--- src/rtl/gametank_bus_ctrl_pkg.sv ---
// Shared types and default memory map for the GameTank bus controller.
package gametank_bus_ctrl_pkg;

    typedef enum logic [1:0] {
        IDLE,
        ACCESS,
        COMPLETE
    } bus_state_t;

    localparam int WAIT_W = 4;

    // Default map: region 0 ROM ($8000-$FFFF), 1 RAM ($0000-$1FFF),
    // 2 VIA ($2800-$280F), 3 blitter/banked window ($4000-$7FFF).
    localparam logic [63:0] DEF_REGION_BASE = {16'h4000, 16'h2800, 16'h0000, 16'h8000};
    localparam logic [63:0] DEF_REGION_MASK = {16'hC000, 16'hFFF0, 16'hE000, 16'h8000};
    localparam logic [15:0] DEF_REGION_WAIT = {4'd2, 4'd1, 4'd0, 4'd1};

    // Width of a region index; never zero so single-region builds still have a bit.
    function automatic int idx_width(input int n);
        return (n > 1) ? $clog2(n) : 1;
    endfunction

endpackage

--- src/rtl/gametank_bus_ctrl_decoder.sv ---
// Combinational priority address decoder: base/mask windows, lowest index wins.
module bus_region_decoder
    import gametank_bus_ctrl_pkg::*;
#(
    parameter int                            NUM_REGIONS = 4,
    parameter int                            ADDR_W      = 16,
    parameter int                            IDX_W       = 2,
    parameter logic [NUM_REGIONS*ADDR_W-1:0] REGION_BASE = DEF_REGION_BASE,
    parameter logic [NUM_REGIONS*ADDR_W-1:0] REGION_MASK = DEF_REGION_MASK
) (
    input  logic [ADDR_W-1:0]      addr,
    output logic                   hit,
    output logic [NUM_REGIONS-1:0] onehot,
    output logic [IDX_W-1:0]       idx
);

    // Scan from the highest index down so the lowest matching window is left in idx.
    always_comb begin
        hit    = 1'b0;
        idx    = '0;
        onehot = '0;
        for (int k = NUM_REGIONS - 1; k >= 0; k--) begin
            if ((addr & REGION_MASK[k*ADDR_W +: ADDR_W]) == REGION_BASE[k*ADDR_W +: ADDR_W]) begin
                hit = 1'b1;
                idx = IDX_W'(k);
            end
        end
        if (hit) begin
            onehot[idx] = 1'b1;
        end
    end

endmodule

--- src/rtl/gametank_bus_ctrl.sv ---
// Bus control unit between the 6502 core and the decoded memory/IO regions:
// address decode, per-region wait-state sequencing, CPU stall and read-data return.
module gametank_bus_ctrl
    import gametank_bus_ctrl_pkg::*;
#(
    parameter int                            NUM_REGIONS   = 4,
    parameter int                            ADDR_W        = 16,
    parameter int                            DATA_W        = 8,
    parameter logic [NUM_REGIONS*ADDR_W-1:0] REGION_BASE   = DEF_REGION_BASE,
    parameter logic [NUM_REGIONS*ADDR_W-1:0] REGION_MASK   = DEF_REGION_MASK,
    parameter logic [NUM_REGIONS*WAIT_W-1:0] REGION_WAIT   = DEF_REGION_WAIT,
    parameter bit                            OPEN_BUS_MODE = 1'b1,
    parameter logic [DATA_W-1:0]             DEFAULT_DATA  = 8'hFF
) (
    input  logic                          sys_clk,
    input  logic                          reset,
    input  logic [ADDR_W-1:0]             i_addr,
    input  logic                          i_nrd,
    input  logic                          i_nwr,
    input  logic [DATA_W-1:0]             i_wdata,
    output logic [DATA_W-1:0]             o_rdata,
    output logic                          o_rdy,
    output logic [NUM_REGIONS-1:0]        o_ce,
    output logic                          o_rnw,
    output logic [ADDR_W-1:0]             o_addr,
    output logic [DATA_W-1:0]             o_wdata,
    output logic                          o_we,
    input  logic [NUM_REGIONS*DATA_W-1:0] i_rdata,
    output logic                          o_unmapped,
    output logic                          o_bus_err
);

    localparam int IDX_W = idx_width(NUM_REGIONS);

    bus_state_t               state;
    logic [WAIT_W-1:0]        cnt;
    logic [IDX_W-1:0]         region_l;
    logic                     hit_l;
    logic                     strobe_d;
    logic                     last_valid;
    logic [ADDR_W-1:0]        last_addr;
    logic                     last_rnw;

    logic                     dec_hit;
    logic [NUM_REGIONS-1:0]   dec_onehot;
    logic [IDX_W-1:0]         dec_idx;
    logic [WAIT_W-1:0]        dec_wait;
    logic                     strobe;
    logic                     req_rnw;
    logic                     request;
    logic [DATA_W-1:0]        rd_sel;

    bus_region_decoder #(
        .NUM_REGIONS (NUM_REGIONS),
        .ADDR_W      (ADDR_W),
        .IDX_W       (IDX_W),
        .REGION_BASE (REGION_BASE),
        .REGION_MASK (REGION_MASK)
    ) u_decoder (
        .addr   (i_addr),
        .hit    (dec_hit),
        .onehot (dec_onehot),
        .idx    (dec_idx)
    );

    // Request qualification: a fresh strobe, or a held strobe moved to a new address/direction.
    // A write strobe dominates, so nRD+nWR together is handled as a write.
    always_comb begin
        strobe   = !i_nrd || !i_nwr;
        req_rnw  = i_nwr;
        dec_wait = dec_hit ? REGION_WAIT[dec_idx*WAIT_W +: WAIT_W] : '0;
        rd_sel   = i_rdata[region_l*DATA_W +: DATA_W];
        request  = strobe && (!strobe_d || !last_valid ||
                              (i_addr != last_addr) || (req_rnw != last_rnw));
    end

    // Access sequencer with registered CPU/region-side outputs.
    always_ff @(posedge sys_clk) begin
        if (reset) begin
            state      <= IDLE;
            cnt        <= '0;
            region_l   <= '0;
            hit_l      <= 1'b0;
            strobe_d   <= 1'b0;
            last_valid <= 1'b0;
            last_addr  <= '0;
            last_rnw   <= 1'b1;
            o_rdy      <= 1'b1;
            o_ce       <= '0;
            o_we       <= 1'b0;
            o_rnw      <= 1'b1;
            o_addr     <= '0;
            o_wdata    <= '0;
            o_rdata    <= DEFAULT_DATA;
            o_unmapped <= 1'b0;
            o_bus_err  <= 1'b0;
        end else begin
            strobe_d <= strobe;
            if (!i_nrd && !i_nwr) begin
                o_bus_err <= 1'b1;
            end
            case (state)
                IDLE: begin
                    if (request) begin
                        state      <= ACCESS;
                        cnt        <= dec_wait;
                        o_addr     <= i_addr;
                        o_wdata    <= i_wdata;
                        o_rnw      <= req_rnw;
                        region_l   <= dec_idx;
                        hit_l      <= dec_hit;
                        o_ce       <= dec_onehot;
                        o_rdy      <= 1'b0;
                        o_we       <= !req_rnw && (dec_wait == '0);
                        // Unmapped space always has zero waits, so this is the last access cycle.
                        o_unmapped <= !dec_hit;
                    end
                end
                ACCESS: begin
                    if (cnt == '0) begin
                        state      <= COMPLETE;
                        o_rdy      <= 1'b1;
                        o_ce       <= '0;
                        o_we       <= 1'b0;
                        o_unmapped <= 1'b0;
                        last_valid <= 1'b1;
                        last_addr  <= o_addr;
                        last_rnw   <= o_rnw;
                        if (!o_rnw) begin
                            o_rdata <= o_wdata;
                        end else if (hit_l) begin
                            o_rdata <= rd_sel;
                        end else if (!OPEN_BUS_MODE) begin
                            o_rdata <= DEFAULT_DATA;
                        end
                    end else begin
                        cnt  <= cnt - 1'b1;
                        o_we <= !o_rnw && (cnt == WAIT_W'(1));
                    end
                end
                COMPLETE: begin
                    state <= IDLE;
                end
                default: begin
                    state <= IDLE;
                end
            endcase
        end
    end

endmodule

--- config.mk ---
export PLATFORM = sky130hd
export DESIGN_NAME = gametank_bus_ctrl
export DESIGN_NICKNAME = d
export VERILOG_FILES = /design/src/rtl/gametank_bus_ctrl_pkg.sv /design/src/rtl/gametank_bus_ctrl_decoder.sv /design/src/rtl/gametank_bus_ctrl.sv
export SDC_FILE = /design/constraint.sdc
export NUM_CORES = 1
export LEC_CHECK = 0
export ABC_AREA = 1
export CORE_AREA = 2 2 76 78
export CTS_CLUSTER_DIAMETER = 100
export DETAILED_ROUTE_END_ITERATION = 10
export DIE_AREA = 0 0 78 80
export DONT_BUFFER_PORTS = 1
export PLACE_DENSITY_LB_ADDON = 0.05
export SLEW_MARGIN = 10
export SYNTH_ARGS = -nofsm -noshare
export SYNTH_HDL_FRONTEND = slang
export SYNTH_HIERARCHICAL = 1
export SYNTH_SLANG_ARGS = --single-unit
--- constraint.sdc ---
create_clock -name sys_clk -period 2.1 [get_ports sys_clk]
set_input_delay 0.21 -clock sys_clk [delete_from_list [all_inputs] [get_ports sys_clk]]
set_output_delay 0.21 -clock sys_clk [all_outputs]
set_load 0.01 [all_outputs]
**Word level (Yosys, flattened, before mapping)**

Index checks and enable logic that the tools add are counted.

- Output and inout port bits: 41
- Register bits after elaboration: 69
- Word-level logic and storage cells: 91
- Input port bits: 60

- $add $sub $neg: 1
- Reduce and logical (&&, ||, !) cells: 27
- $lt $le $gt $ge: 2
- Shifts and indexed selects: 2
- Mux-type cells: 32
- Equality and inequality tests: 10

Operators by type and width:

| operator | count |
|---|---|
| indexed part select 32 x 6 -> 8 bit | 1 |
| two-way mux 4 bit | 6 |
| logical NOT 16 bit | 1 |
| two-way mux 8 bit | 2 |
| != test 16 bit | 1 |
| case mux 4 bit (2 select lines) | 2 |
| indexed part select 16 x 5 -> 4 bit (first input constant) | 1 |
| equality test 12 x 10 -> 1 bit (second input constant) | 1 |
| two-way mux 2 bit | 6 |
| two-way mux 1 bit | 11 |
| AND reduction 3 bit | 3 |
| logical NOT 4 bit | 2 |
| AND reduction 2 bit | 4 |
| logical NOT 1 bit | 6 |
| != test 2 bit (second input constant) | 3 |
| case mux 1 bit (2 select lines) | 3 |
| logical AND 1 bit | 5 |
| equality test 2 x 1 -> 1 bit (second input constant) | 2 |
| equality test 4 x 1 -> 1 bit (second input constant) | 1 |
| logical OR 1 bit | 4 |
| case mux 2 bit (2 select lines) | 1 |
| subtractor 4 x 1 -> 4 bit (second input constant) | 1 |
| less-than comparator 2 x 3 -> 1 bit (second input constant) | 1 |
| demux 1 bit (select 2 bit) | 1 |
| other kinds (5) | 5 |

**Depth between registers and ports, before layout**

Gate-level depths: netlist of run 1.

- Word-level depth: 12
- Depth in mapped cells: 12

**By module**

Netlist of run 1, hierarchy kept.

Modules (own cells, without submodules):

| module | times used | cells an instance | area each (um2) |
|---|---|---|---|
| gametank_bus_ctrl | 1 | 470 | 3205.6 |
| bus_region_decoder | 1 | 30 | 127.6 |

**Least setup slack after synthesis of run 1**

No wires, ideal clock.

- Path kind: register to register
- Start: reg cnt[0]
- End: reg o_rdata[1]
- Clock period less this slack: 1.511 ns
- Path buffers: 1
- Setup slack: 0.589 ns
- Required time: 1.974 ns
- Stages on the path, launching flop included: 10
- Arrival: 1.385 ns
- Cell sequence: dfxtp_1 inv_1 ha_1 nand2_1 nor2_2 o21ai_1 buf_2 a21oi_1 a21oi_1 nand2_1

- Longest elaborated chain between the ends: 2

RTL lines:

| element | line | source |
|---|---|---|
| start, declared | gametank_bus_ctrl.sv:36 | `logic [WAIT_W-1:0] cnt;` |
| start signal, assigned | gametank_bus_ctrl.sv:106 | `cnt <= dec_wait;` |
| start signal, assigned | gametank_bus_ctrl.sv:137 | `cnt <= cnt - 1'b1;` |
| logical NOT 4 bit | gametank_bus_ctrl.sv:120 | `if (cnt == '0) begin` |
| AND reduction 3 bit (no source line) | -- |  |
| end signal, assigned | gametank_bus_ctrl.sv:130 | `o_rdata <= o_wdata;` |
| end signal, assigned | gametank_bus_ctrl.sv:132 | `o_rdata <= rd_sel;` |
| end, declared | gametank_bus_ctrl.sv:21 | `output logic [DATA_W-1:0] o_rdata,` |

Every way passes these cells.
A chain may end at the register's enable or synchronous reset.

**Worst setup path after layout of run 1**

- Start: reg cnt[0]
- End: reg last_addr[10]

- Longest elaborated chain between the ends: 2

RTL lines:

| element | line | source |
|---|---|---|
| logical NOT 4 bit | gametank_bus_ctrl.sv:120 |  |
| AND reduction 2 bit (no source line) | -- |  |
| end signal, assigned | gametank_bus_ctrl.sv:127 | `last_addr <= o_addr;` |
| end, declared | gametank_bus_ctrl.sv:41 | `logic [ADDR_W-1:0] last_addr;` |

Every way passes these cells.

==> qor.csv, run 1 <==
stage;metric;value;unit
outcome;outcome;finished clean;
drt;WL final;8040;um
finish;Filler Cells Inserted;510;
finish;register area;1380;sq um
floorplanning;Top Ports;101;
timing;Setup Viol. Count Final;0;
finish;layout cells sized above 1;6.92;%
timing;final count of hold timing violations;0;
global_routing;vias in the first global route;2850;
clock_tree;clock buffer count from CTS;9;
clock_tree;clock latency on the worst-skew pair;0.34;ns
timing;worst hold margin;0.00633;ns
clock_tree;Clock Pin Slew Worst Setup and Hold Paths;0.07;ns
synthesis;Post-Synth XOR/XNOR Area;1.05;%
synthesis;mapped cell area;3330;sq um
finish;Area growth, synth to finish;9.20;%
synthesis;asr flop ratio synth;0;%
critical_path;critical-path maximum fanout;13;
pwr;leakage;1.65;nW
synthesis;Post-synth EDFFs;0;
synthesis;largest family of logic cells by synthesized area;simple AND/OR/NAND/NOR gates;
floorplanning;Core Area;5410;sq um
synthesis;Synth warnings;6;
pwr;Pwr per Cell Area;1060;nW/um^2
global_routing;grt ovf;0;
critical_path;Worst R2R Path Depth;7;
timing;Max Clock Freq;0.556;GHz
timing;Final Cycle Share;85.6;%
critical_path;origin of the critical flop-to-flop path;cnt[0];
pwr;Seq pwr share;43.4;%
critical_path;critical path's slowest cell;dfxtp_1;
floorplanning;chip height;80;um
finish;Final Util;67.3;%
floorplanning;Initial Utilization;61.7;%
synthesis;top-area cell type share of the netlist area;41.4;%
timing;Clock Skews;0.0100;ns
clock_tree;CTS Sinks;69;
critical_path;Slowest Stage Delay on Critical Path;0.35;ns
placement;DP HPWL;5880;um
floorplanning;total die area;6240;sq um
critical_path;CP most frequent cell;inv_1;
placement;IO buf count;0;
synthesis;ys flop type;dfxtp_1;
critical_path;crit path launch type;flop;
timing;worst-margin pin slew;1.02;ns
placement;GPL Wtd Cong;0.841;
drt;Iteration-0 DRC Markers;129;
worst_hold_path;Hold Crit Start;i_addr[3];
global_routing;gr usage total;26.2;%
critical_path;critical path required time;2.35;ns
clock_tree;Root Buffer;clkbuf_8;
critical_path;crit path DAT;2.05;ns
critical_path;CP Cell Sequence;inv_1 > ha_1 > nand2_1 > nor2_2 > nor2_1 > inv_1 > o22ai_1;
synthesis;Synth cell types;30;
critical_path;r2r setup slk;0.30;ns
floorplanning;Cell Rows;27;
worst_hold_path;hold depth;2;
finish;nets;565;
worst_hold_path;worst min path class;input port to flop;
synthesis;most numerous cell in the Yosys netlist;nand2_1;
drt;# DRC;0;
worst_hold_path;Worst Hold End;o_addr[3];
clock_tree;H-tree depth;3;
global_routing;largest net degree at the start of global routing;23;
drt;vias post-DR;3046;
clock_tree;clock buffer depth;2;
clock_tree;total setup buffers inserted after CTS;0;
floorplanning;Die Wd;78;um
synthesis;post-synthesis compound-gate area fraction;14.8;%
timing;relative slew slack;31.5;%
drt;post-route ant nets;0;
timing;RSZ-0062 raised after global routing;false;
timing;final slew viol count;0;
synthesis;syn nets;563;
drt;DRT Pass-1 Iters;4;
drt;drt via density;5.27;
synthesis;simple-gate portion of the synthesized area;30.5;%
finish;area occupied by multi-input gates;1580;sq um
pwr;switching fraction of total power;32.9;%
global_routing;initial antenna violation count;0;
synthesis;area share of fa/ha/maj cells after synthesis;1.13;%
job;max cap viols;0;
timing;final setup TNS;0;ns
pwr;maximum vdd drop;649;uV
global_routing;first-pass GRT wire length;12900;um
synthesis;Avg Inst Size Synth;6.67;sq um
critical_path;CP Class;flop to flop;
synthesis;number of synthesized register bits;69;
pwr;P_int;2.59;mW
pwr;P_sw;1.27;mW
clock_tree;post-CTS resize count;0;
synthesis;mux cell area share after synthesis;0;%
clock_tree;CTS tree;built;
synthesis;Yosys top cell by area;dfxtp_1;
synthesis;Gate Count Post-Synth;500;
pwr;Clock Power Share;32.0;%
synthesis;Seq/Total Area, Yosys;41.4;%
critical_path;endpoint class of the critical path;flop;
drt;wire per inst;13.9;um
pwr;Gate power share;24.5;%
finish;n_diodes;0;
timing;Period minus WS final;1.80;ns
critical_path;Critical R2R Capture;last_addr[10];
synthesis;top cells by count, synth;nand2_1 (123), nor2_1 (84), dfxtp_1 (69), inv_1 (63), a21oi_1 (38);
synthesis;Synth area leaders;dfxtp_1 (41%), nand2_1 (14%), nor2_1 (9.5%);
==> layer usage <==
layer / GRT usage, % / wire length (um) / up-vias
met5: 0 / 0 / -
met4: 10.0 / 149 / 0
met3: 6.22 / 621 / 13
met2: 44.2 / 3630 / 101
met1: 32.4 / 3650 / 1340
li1: - / - / 1592
==> registers in the layout, indices dropped and copies added (netlist names), 2 cells and up <==
name	cells
last_addr	16
o_addr	16
o_rdata	8
o_wdata	8
cnt	4
o_ce	4
region_l	2
state	2
==> metrics by stage <==
step	power (mW)	cells	setup WS (ns)	instance area, sq um
floorplan	2.46	500	0.589	3330
global placement	2.60	559	0.384	3370
detailed placement	2.63	559	0.344	3370
CTS	3.87	578	0.327	3640
global route	4.08	578	0.0425	3640
finish	3.86	578	0.302	3640
==> area by class of cell <==
type	instances	area share, %
Clock buffer	12	4.54
Clock inverter	3	1.86
Inverter	66	6.81
Multi-Input combinational cell	343	43.4
Sequential cell	69	38.0
Tap cell	72	2.48
Timing Repair Buffer	13	2.96
==> critical path: cells and delay by family (launching register included) <==
family	cells	cell delay, ns
AND/OR/NAND/NOR	3	0.48
adder cells (fa/ha/maj)	1	0.20
buffers and inverters	2	0.44
AO/OA/AOI/OAI	1	0.24
flip-flops	1	0.35
==> power groups by stage <==
stage,registers (mW),clock network [mW],logic (mW)
floorplan,1.67,0,0.784
finish,1.68,1.24,0.947
CTS,1.67,1.25,0.944
global route,1.69,1.29,1.10
detailed placement,1.70,0,0.928
global placement,1.70,0,0.896
==> how the worst max path moves through the flow <==
stage,start,to,slack (ns)
final,cnt[0],last_addr[10],0.30
after floorplan,cnt[0],o_rdata[1],0.59
after CTS,cnt[0],last_addr[13],0.33
after detailed placement,cnt[0],o_rdata[7],0.34
after global routing,cnt[0],o_rdata[0],0.04
after global placement,cnt[0],o_rdata[4],0.38
==> cells in the final DEF (no fill, tap or decap), drive strengths merged, types with 3 or more instances in the layout <==
| cell | synthesis | final |
|---|---|---|
| a21oi | 38 | 38 |
| nand2 | 125 | 125 |
| o22ai | 21 | 21 |
| dfxtp | 69 | 69 |
| clkbuf | 8 | 12 |
| dlygate4sd3 | 0 | 4 |
| ha | 3 | 3 |
| xor2 | 3 | 3 |
| nand3 | 16 | 16 |
| nand4 | 14 | 14 |
| inv | 66 | 66 |
| nor2 | 88 | 88 |
| o21ai | 28 | 28 |
| buf | 14 | 9 |
==> logic make-up (layout without fill, tap and decap cells) <==
logic type	Yosys count	in the layout
adders and majority gates	3	3
AOI/OAI and AO/OA	91	91
and+or+nand+nor	245	245
DFF	69	69
buffers and inverters	88	94
xor gates and xnor gates	4	4
==> repair_timing <==
item                                   CTS  global route
hold buffers                             4             0
endpoints found under the hold margin   19             0
setup endpoints to repair                0             0
Note: power is estimated with default switching activity, not from simulation.
==> run 2: changes to the inputs <==
--- a/config.mk
+++ b/config.mk
@@ -6,10 +6,11 @@
 export NUM_CORES = 1
 export LEC_CHECK = 0
 export ABC_AREA = 1
-export CORE_AREA = 2 2 76 78
+export CORE_AREA = 2 2 75 77
+export CTS_BUF_LIST = sky130_fd_sc_hd__clkbuf_8
 export CTS_CLUSTER_DIAMETER = 100
 export DETAILED_ROUTE_END_ITERATION = 10
-export DIE_AREA = 0 0 78 80
+export DIE_AREA = 0 0 77 79
 export DONT_BUFFER_PORTS = 1
 export PLACE_DENSITY_LB_ADDON = 0.05
 export SLEW_MARGIN = 10
==> run 2 against run 1 <==
Combinational power barely moved. Total power down 7.7%. Sequential power about the same. Sequential share of layout area up 0.68 points. Register-to-register slack worse by 0.02 ns. Worst hold slack better by 0.0020 ns.
==> qor.csv, run 2 (same netlist as run 1, synthesis figures left out) <==
stage;metric;value;unit
floorplanning;Cell Rows;27;
pwr;leakage;1.61;nW
floorplanning;chip height;79;um
finish;Filler Cells Inserted;522;
floorplanning;Initial Utilization;62.4;%
critical_path;critical path's slowest cell;dfxtp_1;
global_routing;grt ovf;0;
clock_tree;Root Buffer;clkbuf_8;
timing;Period minus WS final;1.82;ns
clock_tree;H-tree depth;3;
floorplanning;Top Ports;101;
timing;worst hold margin;0.00831;ns
placement;IO buf count;0;
drt;post-route ant nets;0;
pwr;P_sw;1.28;mW
global_routing;largest net degree at the start of global routing;34;
job;max cap viols;0;
timing;relative slew slack;34.5;%
critical_path;crit path launch type;flop;
floorplanning;Die Wd;77;um
worst_hold_path;worst min path class;input port to flop;
critical_path;endpoint class of the critical path;flop;
clock_tree;CTS hold repair buffers;4;
timing;Max Clock Freq;0.550;GHz
pwr;Pwr per Cell Area;997;nW/um^2
timing;Final Cycle Share;86.6;%
critical_path;Worst R2R Path Depth;11;
finish;top flop regs;last_addr (16), o_addr (16);
timing;final setup TNS;0;ns
finish;layout cells sized above 1;6.16;%
timing;Setup Viol. Count Final;0;
pwr;Gate power share;26.6;%
drt;Top Metal Used;met4;
timing;RSZ-0062 raised after global routing;false;
critical_path;CP Cell Sequence;inv_1 > nand2_1 > o21ai_0 > nor2_1 > nand2_1 > nor2_1 > nand2_2 > nand3_4 > buf_12 > nand3_1 > a21oi_1;
critical_path;critical-path maximum fanout;19;
pwr;Seq pwr share;47.3;%
drt;DR WL met2;3600;um
drt;WL final;7960;um
clock_tree;CTS tree;built;
drt;vias post-DR;3085;
placement;GPL Wtd Cong;0.817;
critical_path;critical path required time;2.35;ns
clock_tree;clock buffer count from CTS;9;
clock_tree;clock latency on the worst-skew pair;0.34;ns
timing;final slew viol count;0;
worst_hold_path;hold depth;2;
pwr;maximum vdd drop;632;uV
global_routing;first-pass GRT wire length;13300;um
critical_path;cell family with most CP delay;simple AND/OR/NAND/NOR gates;
critical_path;Critical Path Stages;11;
pwr;switching fraction of total power;35.8;%
clock_tree;post-CTS resize count;0;
clock_tree;Clock Pin Slew Worst Setup and Hold Paths;0.07;ns
finish;n_diodes;0;
finish;most common cell after layout, fill and taps aside;nand2_1;
drt;WL met1;3650;um
critical_path;Slowest Stage Delay on Critical Path;0.31;ns
clock_tree;clock buffer depth;2;
floorplanning;Core Area;5340;sq um
timing;worst-margin pin slew;0.976;ns
critical_path;CP Buf/Inv Count;2;
pwr;Clock Power Share;26.1;%
critical_path;crit path DAT;2.07;ns
drt;drt via density;5.37;
drt;Iteration-0 DRC Markers;235;
drt;met3 wire length;590;um
global_routing;gr usage total;27.3;%
timing;Clock Skews;0.0112;ns
placement;DP HPWL;5620;um
timing;final count of hold timing violations;0;
drt;# DRC;0;
floorplanning;total die area;6080;sq um
critical_path;CP Class;flop to flop;
finish;nets;562;
finish;commonest cells after routing, fill and taps aside;nand2_1 (123), nor2_1 (84), dfxtp_1 (69);
drt;wire per inst;13.8;um
outcome;outcome;finished clean;
clock_tree;total setup buffers inserted after CTS;0;
drt;DRT Pass-1 Iters;4;
pwr;P_int;2.29;mW
global_routing;vias in the first global route;2822;
finish;Area growth, synth to finish;7.28;%
clock_tree;CTS Sinks;69;
global_routing;initial antenna violation count;0;
run 2: cell count changes in the layout (fill, tap and decap cells not counted):
cell and change:
buf_4 -5, bufinv_16 -2, clkinvlp_4 +1, clkbuf_8 -2
buf_12 +2, clkinv_2 +2, inv_1 +1
run 2: power groups by stage:
stage / logic, mW / clock network [mW] / registers (mW)
after detailed placement: 0.931 / 0 / 1.72
final: 0.947 / 0.932 / 1.69
after CTS: 0.948 / 0.948 / 1.69
after floorplan: 0.784 / 0 / 1.67
after global placement: 0.910 / 0 / 1.71
after global routing: 1.09 / 0.990 / 1.71
run 2: final cells by class:
type	count	area, sq um	share of cell area, %
repair buffers	10	110	3.08
multi-input cells	343	1580	44.2
inverters	66	248	6.93
clock buffers	10	138	3.85
flip-flops and latches	69	1380	38.6
well taps	72	90.1	2.52
clock inverters	5	28.8	0.805
run 2: worst paths after layout:
kind	startpoint	to	slack, ns
max	last_addr[6]	o_ce[0]	0.28
min	i_addr[4]	o_addr[4]	0.008
max reg2reg	last_addr[6]	o_ce[0]	0.28
min reg2reg	hit_l	hit_l	0.47
run 2: per-layer routing:
metal | vias up | GRT usage (%)
met1 | 1386 | 36.8
met3 | 10 | 5.68
li1 | 1583 | -
met4 | 0 | 11.3
met5 | - | 0
met2 | 106 | 43.2
run 2: through the flow:
| step | setup slack, ns | power [mW] | util [%] | area [sq um] | cells |
|---|---|---|---|---|---|
| final | 0.282 | 3.56 | 67.0 | 3580 | 575 |
| after global routing | 0.0386 | 3.79 | 67.0 | 3580 | 575 |
| after CTS | 0.294 | 3.58 | 67.0 | 3580 | 575 |
| after global placement | 0.356 | 2.62 | 63.1 | 3370 | 556 |
| after detailed placement | 0.311 | 2.65 | 63.1 | 3370 | 556 |
| after floorplan | 0.589 | 2.46 | - | 3330 | 500 |
